==> src/rtl/mc_ctrl_if.sv <==
// Control bus between the multi-cycle sequencer (master) and the MIPS datapath (slave).
interface mc_ctrl_if;
    logic [31:0] instr;
    logic        mem_ready;
    logic [2:0]  state;
    logic        ir_wr;
    logic        pc_wr;
    logic        branch;
    logic        jr_sel;
    logic        jal_sel;
    logic        reg_wr;
    logic [1:0]  reg_dst;
    logic [1:0]  mem_to_reg;
    logic        alu_src;
    logic        ext_op;
    logic [1:0]  alu_op;
    logic        mem_wr;
    logic        mem_rd;
    logic [31:0] retired;
    logic [31:0] cycles;

    modport master (
        input  instr, mem_ready,
        output state, ir_wr, pc_wr, branch, jr_sel, jal_sel, reg_wr, reg_dst,
               mem_to_reg, alu_src, ext_op, alu_op, mem_wr, mem_rd, retired, cycles
    );

    modport slave (
        output instr, mem_ready,
        input  state, ir_wr, pc_wr, branch, jr_sel, jal_sel, reg_wr, reg_dst,
               mem_to_reg, alu_src, ext_op, alu_op, mem_wr, mem_rd, retired, cycles
    );
endinterface

==> src/rtl/mc_ctrl.sv <==
// Multi-cycle FETCH/DECODE/EXEC/MEM/WB sequencer for the MIPS-subset CPU.
// Optional perf counters (retired/cycles) are enabled by defining MC_CTRL_PERF_EN.
module mc_ctrl (
    input  logic       clk,
    input  logic       reset,
    mc_ctrl_if.master  bus
);
    localparam int unsigned OP_W = 6;

    typedef enum logic [2:0] {
        S_FETCH  = 3'd0,
        S_DECODE = 3'd1,
        S_EXEC   = 3'd2,
        S_MEM    = 3'd3,
        S_WB     = 3'd4
    } state_e;

    typedef enum logic [2:0] {
        C_NOP, C_R, C_JR, C_I, C_LW, C_SW, C_BEQ, C_JAL
    } cls_e;

    state_e          state_q, state_d;
    logic [OP_W-1:0] op_q, funct_q;
    cls_e            cls;
    logic            unused_instr_bits;

    assign unused_instr_bits = ^bus.instr[25:6];

    // State and latched instruction fields.
    always_ff @(posedge clk) begin
        if (reset) begin
            state_q <= S_FETCH;
            op_q    <= '0;
            funct_q <= '0;
        end else begin
            state_q <= state_d;
            if (state_q == S_FETCH) begin
                op_q    <= bus.instr[31:26];
                funct_q <= bus.instr[5:0];
            end
        end
    end

    // Instruction class from the latched fields.
    always_comb begin
        cls = C_NOP;
        case (op_q)
            6'h00: begin
                if (funct_q == 6'h21 || funct_q == 6'h23) cls = C_R;
                else if (funct_q == 6'h08)                cls = C_JR;
            end
            6'h0D, 6'h0F: cls = C_I;
            6'h23:        cls = C_LW;
            6'h2B:        cls = C_SW;
            6'h04:        cls = C_BEQ;
            6'h03:        cls = C_JAL;
            default:      cls = C_NOP;
        endcase
    end

    // Next state and control outputs; write enables are squashed while reset is high.
    always_comb begin
        state_d        = S_FETCH;
        bus.ir_wr      = 1'b0;
        bus.pc_wr      = 1'b0;
        bus.branch     = 1'b0;
        bus.jr_sel     = 1'b0;
        bus.jal_sel    = 1'b0;
        bus.reg_wr     = 1'b0;
        bus.reg_dst    = 2'd0;
        bus.mem_to_reg = 2'd0;
        bus.alu_src    = 1'b0;
        bus.ext_op     = 1'b0;
        bus.alu_op     = 2'd0;
        bus.mem_wr     = 1'b0;
        bus.mem_rd     = 1'b0;

        // Datapath selects are held from EXEC through the final state.
        if (state_q == S_EXEC || state_q == S_MEM || state_q == S_WB) begin
            case (cls)
                C_R: begin
                    bus.alu_op  = (funct_q == 6'h23) ? 2'd1 : 2'd0;
                    bus.reg_dst = 2'd1;
                end
                C_I: begin
                    bus.alu_src = 1'b1;
                    bus.alu_op  = (op_q == 6'h0F) ? 2'd3 : 2'd2;
                end
                C_LW, C_SW: begin
                    bus.alu_src = 1'b1;
                    bus.ext_op  = 1'b1;
                end
                C_BEQ:   bus.alu_op = 2'd1;
                default: ;
            endcase
        end

        case (state_q)
            S_FETCH: begin
                bus.ir_wr = 1'b1;
                state_d   = S_DECODE;
            end
            S_DECODE: begin
                if (cls == C_NOP) bus.pc_wr = 1'b1;
                else              state_d   = S_EXEC;
            end
            S_EXEC: begin
                case (cls)
                    C_R, C_I:   state_d = S_WB;
                    C_LW, C_SW: state_d = S_MEM;
                    C_BEQ: begin
                        bus.pc_wr  = 1'b1;
                        bus.branch = 1'b1;
                    end
                    C_JR: begin
                        bus.pc_wr  = 1'b1;
                        bus.jr_sel = 1'b1;
                    end
                    C_JAL: begin
                        bus.pc_wr      = 1'b1;
                        bus.jal_sel    = 1'b1;
                        bus.reg_wr     = 1'b1;
                        bus.reg_dst    = 2'd2;
                        bus.mem_to_reg = 2'd2;
                    end
                    default: ;
                endcase
            end
            S_MEM: begin
                if (cls == C_LW) begin
                    bus.mem_rd = 1'b1;
                    state_d    = bus.mem_ready ? S_WB : S_MEM;
                end else if (cls == C_SW) begin
                    bus.mem_wr = 1'b1;
                    bus.pc_wr  = bus.mem_ready;
                    state_d    = bus.mem_ready ? S_FETCH : S_MEM;
                end
            end
            S_WB: begin
                bus.pc_wr  = 1'b1;
                bus.reg_wr = 1'b1;
                if (cls == C_LW) bus.mem_to_reg = 2'd1;
            end
            default: state_d = S_FETCH;
        endcase

        if (reset) begin
            bus.ir_wr   = 1'b0;
            bus.pc_wr   = 1'b0;
            bus.branch  = 1'b0;
            bus.jr_sel  = 1'b0;
            bus.jal_sel = 1'b0;
            bus.reg_wr  = 1'b0;
            bus.mem_wr  = 1'b0;
            bus.mem_rd  = 1'b0;
        end
    end

    assign bus.state = state_q;

`ifdef MC_CTRL_PERF_EN
    logic [31:0] retired_q, cycles_q;

    // Free-running cycle and retired-instruction counters.
    always_ff @(posedge clk) begin
        if (reset) begin
            retired_q <= '0;
            cycles_q  <= '0;
        end else begin
            cycles_q  <= cycles_q + 32'd1;
            retired_q <= retired_q + 32'(bus.pc_wr);
        end
    end

    assign bus.retired = retired_q;
    assign bus.cycles  = cycles_q;
`else
    assign bus.retired = '0;
    assign bus.cycles  = '0;
`endif
endmodule

==> src/flat_wrapper.sv <==
// flat-port wrapper written by rule: the top's interface ports become plain ports
module mc_ctrl_flat 
  (clk, reset, bus_instr, bus_mem_ready, bus_state, bus_ir_wr, bus_pc_wr, bus_branch, bus_jr_sel, bus_jal_sel, bus_reg_wr, bus_reg_dst, bus_mem_to_reg, bus_alu_src, bus_ext_op, bus_alu_op, bus_mem_wr, bus_mem_rd, bus_retired, bus_cycles);
  mc_ctrl_if bus_i ();
  input  logic clk;
  input  logic reset;
  input wire logic [$bits(bus_i.instr)-1:0] bus_instr;
  input wire logic [$bits(bus_i.mem_ready)-1:0] bus_mem_ready;
  output wire logic [$bits(bus_i.state)-1:0] bus_state;
  output wire logic [$bits(bus_i.ir_wr)-1:0] bus_ir_wr;
  output wire logic [$bits(bus_i.pc_wr)-1:0] bus_pc_wr;
  output wire logic [$bits(bus_i.branch)-1:0] bus_branch;
  output wire logic [$bits(bus_i.jr_sel)-1:0] bus_jr_sel;
  output wire logic [$bits(bus_i.jal_sel)-1:0] bus_jal_sel;
  output wire logic [$bits(bus_i.reg_wr)-1:0] bus_reg_wr;
  output wire logic [$bits(bus_i.reg_dst)-1:0] bus_reg_dst;
  output wire logic [$bits(bus_i.mem_to_reg)-1:0] bus_mem_to_reg;
  output wire logic [$bits(bus_i.alu_src)-1:0] bus_alu_src;
  output wire logic [$bits(bus_i.ext_op)-1:0] bus_ext_op;
  output wire logic [$bits(bus_i.alu_op)-1:0] bus_alu_op;
  output wire logic [$bits(bus_i.mem_wr)-1:0] bus_mem_wr;
  output wire logic [$bits(bus_i.mem_rd)-1:0] bus_mem_rd;
  output wire logic [$bits(bus_i.retired)-1:0] bus_retired;
  output wire logic [$bits(bus_i.cycles)-1:0] bus_cycles;
  assign bus_i.instr = bus_instr;
  assign bus_i.mem_ready = bus_mem_ready;
  assign bus_state = bus_i.state;
  assign bus_ir_wr = bus_i.ir_wr;
  assign bus_pc_wr = bus_i.pc_wr;
  assign bus_branch = bus_i.branch;
  assign bus_jr_sel = bus_i.jr_sel;
  assign bus_jal_sel = bus_i.jal_sel;
  assign bus_reg_wr = bus_i.reg_wr;
  assign bus_reg_dst = bus_i.reg_dst;
  assign bus_mem_to_reg = bus_i.mem_to_reg;
  assign bus_alu_src = bus_i.alu_src;
  assign bus_ext_op = bus_i.ext_op;
  assign bus_alu_op = bus_i.alu_op;
  assign bus_mem_wr = bus_i.mem_wr;
  assign bus_mem_rd = bus_i.mem_rd;
  assign bus_retired = bus_i.retired;
  assign bus_cycles = bus_i.cycles;
  mc_ctrl u_core (.clk(clk), .reset(reset), .bus(bus_i));
endmodule
==> config.mk <==
export PLATFORM = sky130hd
export DESIGN_NAME = mc_ctrl_flat
export DESIGN_NICKNAME = d
export VERILOG_FILES = /design/src/rtl/mc_ctrl_if.sv /design/src/rtl/mc_ctrl.sv /design/src/flat_wrapper.sv
export SDC_FILE = /design/constraint.sdc
export NUM_CORES = 1
export LEC_CHECK = 0
export ABC_AREA = 1
export CAP_MARGIN = 20
export CORE_ASPECT_RATIO = 0.5
export CORE_MARGIN = 2
export CORE_UTILIZATION = 31
export CTS_CLUSTER_SIZE = 14
export DETAILED_ROUTE_END_ITERATION = 10
export PLACE_DENSITY = 0.82
export SKIP_LAST_GASP = 1
export SLEW_MARGIN = 20
export SYNTH_ARGS = -nofsm -noshare
export SYNTH_HDL_FRONTEND = slang
export SYNTH_SLANG_ARGS = --single-unit
export TNS_END_PERCENT = 30
==> constraint.sdc <==
create_clock -name clk -period 3.5 [get_ports clk]
set_clock_uncertainty 0.15 [all_clocks]
set_input_delay 0.7 -clock clk [delete_from_list [all_inputs] [get_ports clk]]
set_output_delay 0.7 -clock clk [all_outputs]
set_load 0.02 [all_outputs]
==> results by group <==
Outcome
  • Status: complete, no violations

Floorplanning
  • Row count: 17
  • Die Ht: approximately 51 um
  • Core ar.: 4360 um2
  • Die Footprint: approximately 5100 um2
  • Die width: 98.7 um
  • Initial Util: a little under a third
  • IO Pins: 118

Setup path
  • Largest delay contributor family on the critical path: buffers and inverters
  • CP bufs+invs: 2
  • Reg2Reg Depth: 6
  • Critical Path End Type: output port
  • Worst reg-to-reg setup slack: just under 2000 ps
  • Highest-delay cell along the critical path: clkdlybuf4s50_1
  • Critical path type: in2out
  • Worst r2r src: u_core.bus.state[1]
  • Data arrival, critical path: between 2000 and 2500 ps
  • Startpoint Class: primary input
  • Critical Path Fanout Max: 10
  • Critical Path, Cell by Cell: clkdlybuf4s50_1 -> nor4_1 -> clkdlybuf4s50_1
  • Worst path max stage delay: approximately 650 ps
  • Worst path most repeated cell: clkdlybuf4s50_1
  • Reg2Reg Capture Point: u_core.op_q[3]
  • WP data required: around 2700 ps

Clock network
  • Post_cts resized: 0
  • Clock buffer depth: 2
  • Worst-Skew Late Latency: about 250 ps
  • CTS sink count: 15
  • Number of buffers added for setup after CTS: 0
  • H-tree depth: 1
  • CTS buffer count: 3
  • CTS tree: built
  • Clock root cell: clkbuf_8
  • Post-CTS Hold Buffers: 0
  • Clock transition at the registers of the reported paths: 60 ps

Logic synthesis
  • Area leader, netlist: buf_4
  • Share of the synthesized area in the top cell type: between 30% and 40%
  • Post-Syn Area: roughly 1400 um2
  • Avg Synthesized Cell Area: approximately 6.5 um2
  • Synth cell types: 23
  • Main flop type after synthesis: dfxtp_1
  • Fraction of registers with async set/reset: 0%
  • Synth Register Bits: 15
  • Post-synth EDFFs: 0
  • Most instantiated cells after synthesis: 64 x buf_4, 35 x nor2_1, 27 x nand2_1, 19 x inv_1, 15 x dfxtp_1
  • Most common cell in the netlist: buf_4
  • Ys Warns: 0
  • Sequential area share after synthesis: 21.6%
  • Synth Instances: 213
  • Top cells by area, synth: buf_4 35%, dfxtp_1 22%, nor2_1 9.4%, nand2_1 7.3%, inv_1 5.1%

Place
  • GPL Wtd Cong: 0.854
  • IO buf count: 33
  • Detailed-placement wirelength estimate: 2250 um
  • # placed instances: 300

Routing
  • DR top layer: met4
  • Vias after detailed routing: 1,170
  • DRT iter0 DRCs: 55
  • Drt first pass iters: 5
  • Met2 routed WL: approximately 1300 um
  • Total Wirelength: between 2000 and 3000 um
  • DR WL met3: 180 um
  • M1 WL: 1210 um
  • Avg Vias per Cell: roughly 3.8
  • Post-route DRC violation count: 0
  • DR WL/cell: between 8 and 9 um
  • Post-DRT Antenna Nets: 0

Global routing
  • Largest net degree at the start of global routing: 21
  • Global route overflow: 0
  • First-pass GRT wire length: 4310 um
  • Number of global-route vias before repair: ~1,000
  • Initial antenna violation count: 0
  • Total Routing Usage GR: a little over a tenth

Final layout
  • Final Non-Filler Cells: 304
  • Antenna cell count: 0
  • Share of layout cells above drive strength 1: 5.26%
  • Multi-input logic area: approximately 750 um2
  • Final #Nets: between 200 and 300
  • Storage element area: 300 um2
  • Area Growth Syn to Fin: 14.4%
  • # fillers: 440

Pwr
  • Overall Power: around 0.00050 W
  • Logic gate share of total power: roughly a third
  • VDD IR-drop max: 0.130 mV
  • Sw Pwr: 0.000192 W
  • Sw Share: approximately two fifths
  • Internal: approximately 0.00031 W
  • Sequential power share: between 30 and 40%
  • Pwr/cell area: 315 nW/um2
  • Leak pwr: around 0.76 nW
  • Clock power share: between 20 and 30%

Timing
  • F_max: roughly 320 MHz
  • Period utilisation layout: around nine tenths
  • Fin. max-slew vios: 0
  • Setup TNS: 0 ps
  • Min Clock Period, post-route: between 3000 and 4000 ps
  • Setup violators final: 0
  • RSZ-0062 raised after global routing: false
  • Slew HR: 62.4%
  • Least-Margin Pin Slew: between 500 and 600 ps
  • Number of hold violations in the final report: 0

Min path
  • Hold Crit Depth: 2
  • Worst Hold Endpoint: u_core.op_q[1]
  • Hold path startpoint: u_core.op_q[1]
  • Worst Hold Class: reg2reg

Job
  • Max Cap Violations: 0
-- final cells by class --
class | instances | area share, %
timing repair buffer | 35 | 21.7
multi-input combinational | 172 | 47.2
clock buffer | 4 | 2.83
inverter | 21 | 4.95
tap | 57 | 4.48
sequential | 15 | 18.9
-- flip-flops by register name, indices dropped and copies added, names as in the netlist --
signal,cells
u_core.funct_q,6
u_core.op_q,6
u_core.bus.state,3
-- tightest hold or removal path, stage by stage, from the launching register on --
cell,delay [ps]
dfxtp_1,320
nand2_1,60
a21oi_1,50
-- routing by layer --
layer | track usage (%) | up-vias
li1 | - | 610
met1 | 12.8 | 504
met2 | 18.5 | 52
met3 | 2.33 | 4
met4 | 3.42 | 0
met5 | 0 | -
-- worst max-delay path by stage --
stage | from | slack, ps | depth (start not counted) | endpoint
after global routing | reset | 280 | 3 | bus_mem_rd
after CTS | reset | 320 | 3 | bus_mem_rd
after global placement | reset | 320 | 3 | bus_mem_rd
final | reset | 340 | 3 | bus_mem_rd
after floorplan | u_core.bus.state[1] | 1030 | 6 | bus_reg_wr
after detailed placement | reset | 330 | 3 | bus_mem_rd
-- cell usage in the layout, fill, tap and decap left out, drive strengths merged, types with 3 or more instances in the layout --
cell and n:
conb 64, nor2 40, clkdlybuf4s50 33, nand2 27, inv 20, dfxtp 15
a21oi 13, nand3 12, a211oi 6, clkbuf 4, nand4 3
-- power groups by stage --
| stage | Clock, W | Combinational, W | Sequential (W) |
|---|---|---|---|
| CTS | 0.000141 | 0.000163 | 0.000198 |
| global route | 0.000152 | 0.000180 | 0.000200 |
| finish | 0.000139 | 0.000164 | 0.000198 |
| global placement | 0 | 0.000160 | 0.000201 |
| floorplan | 0 | 0.000179 | 0.000201 |
| detailed placement | 0 | 0.000162 | 0.000201 |
-- cells by family after synthesis --
| family | share of synthesized area (%) |
|---|---|
| buffers and inverters | 41.5 |
| AO/OA/AOI/OAI | 9.26 |
| other | 0.270 |
| AND/OR/NAND/NOR | 27.4 |
| flip-flops | 21.6 |
-- through the flow --
step           instance area, um2  setup WS [ps]  hold WS, ps  util, %
2_1_floorplan                1630           1030          299        -
3_3_place_gp                 1550            317          316     35.5
3_5_place_dp                 1550            325          319     35.5
4_1_cts                      1590            318          326     36.5
5_1_grt                      1590            276          351     36.5
6_report                     1590            335          327     36.5
(Power assumes the default switching activity.)
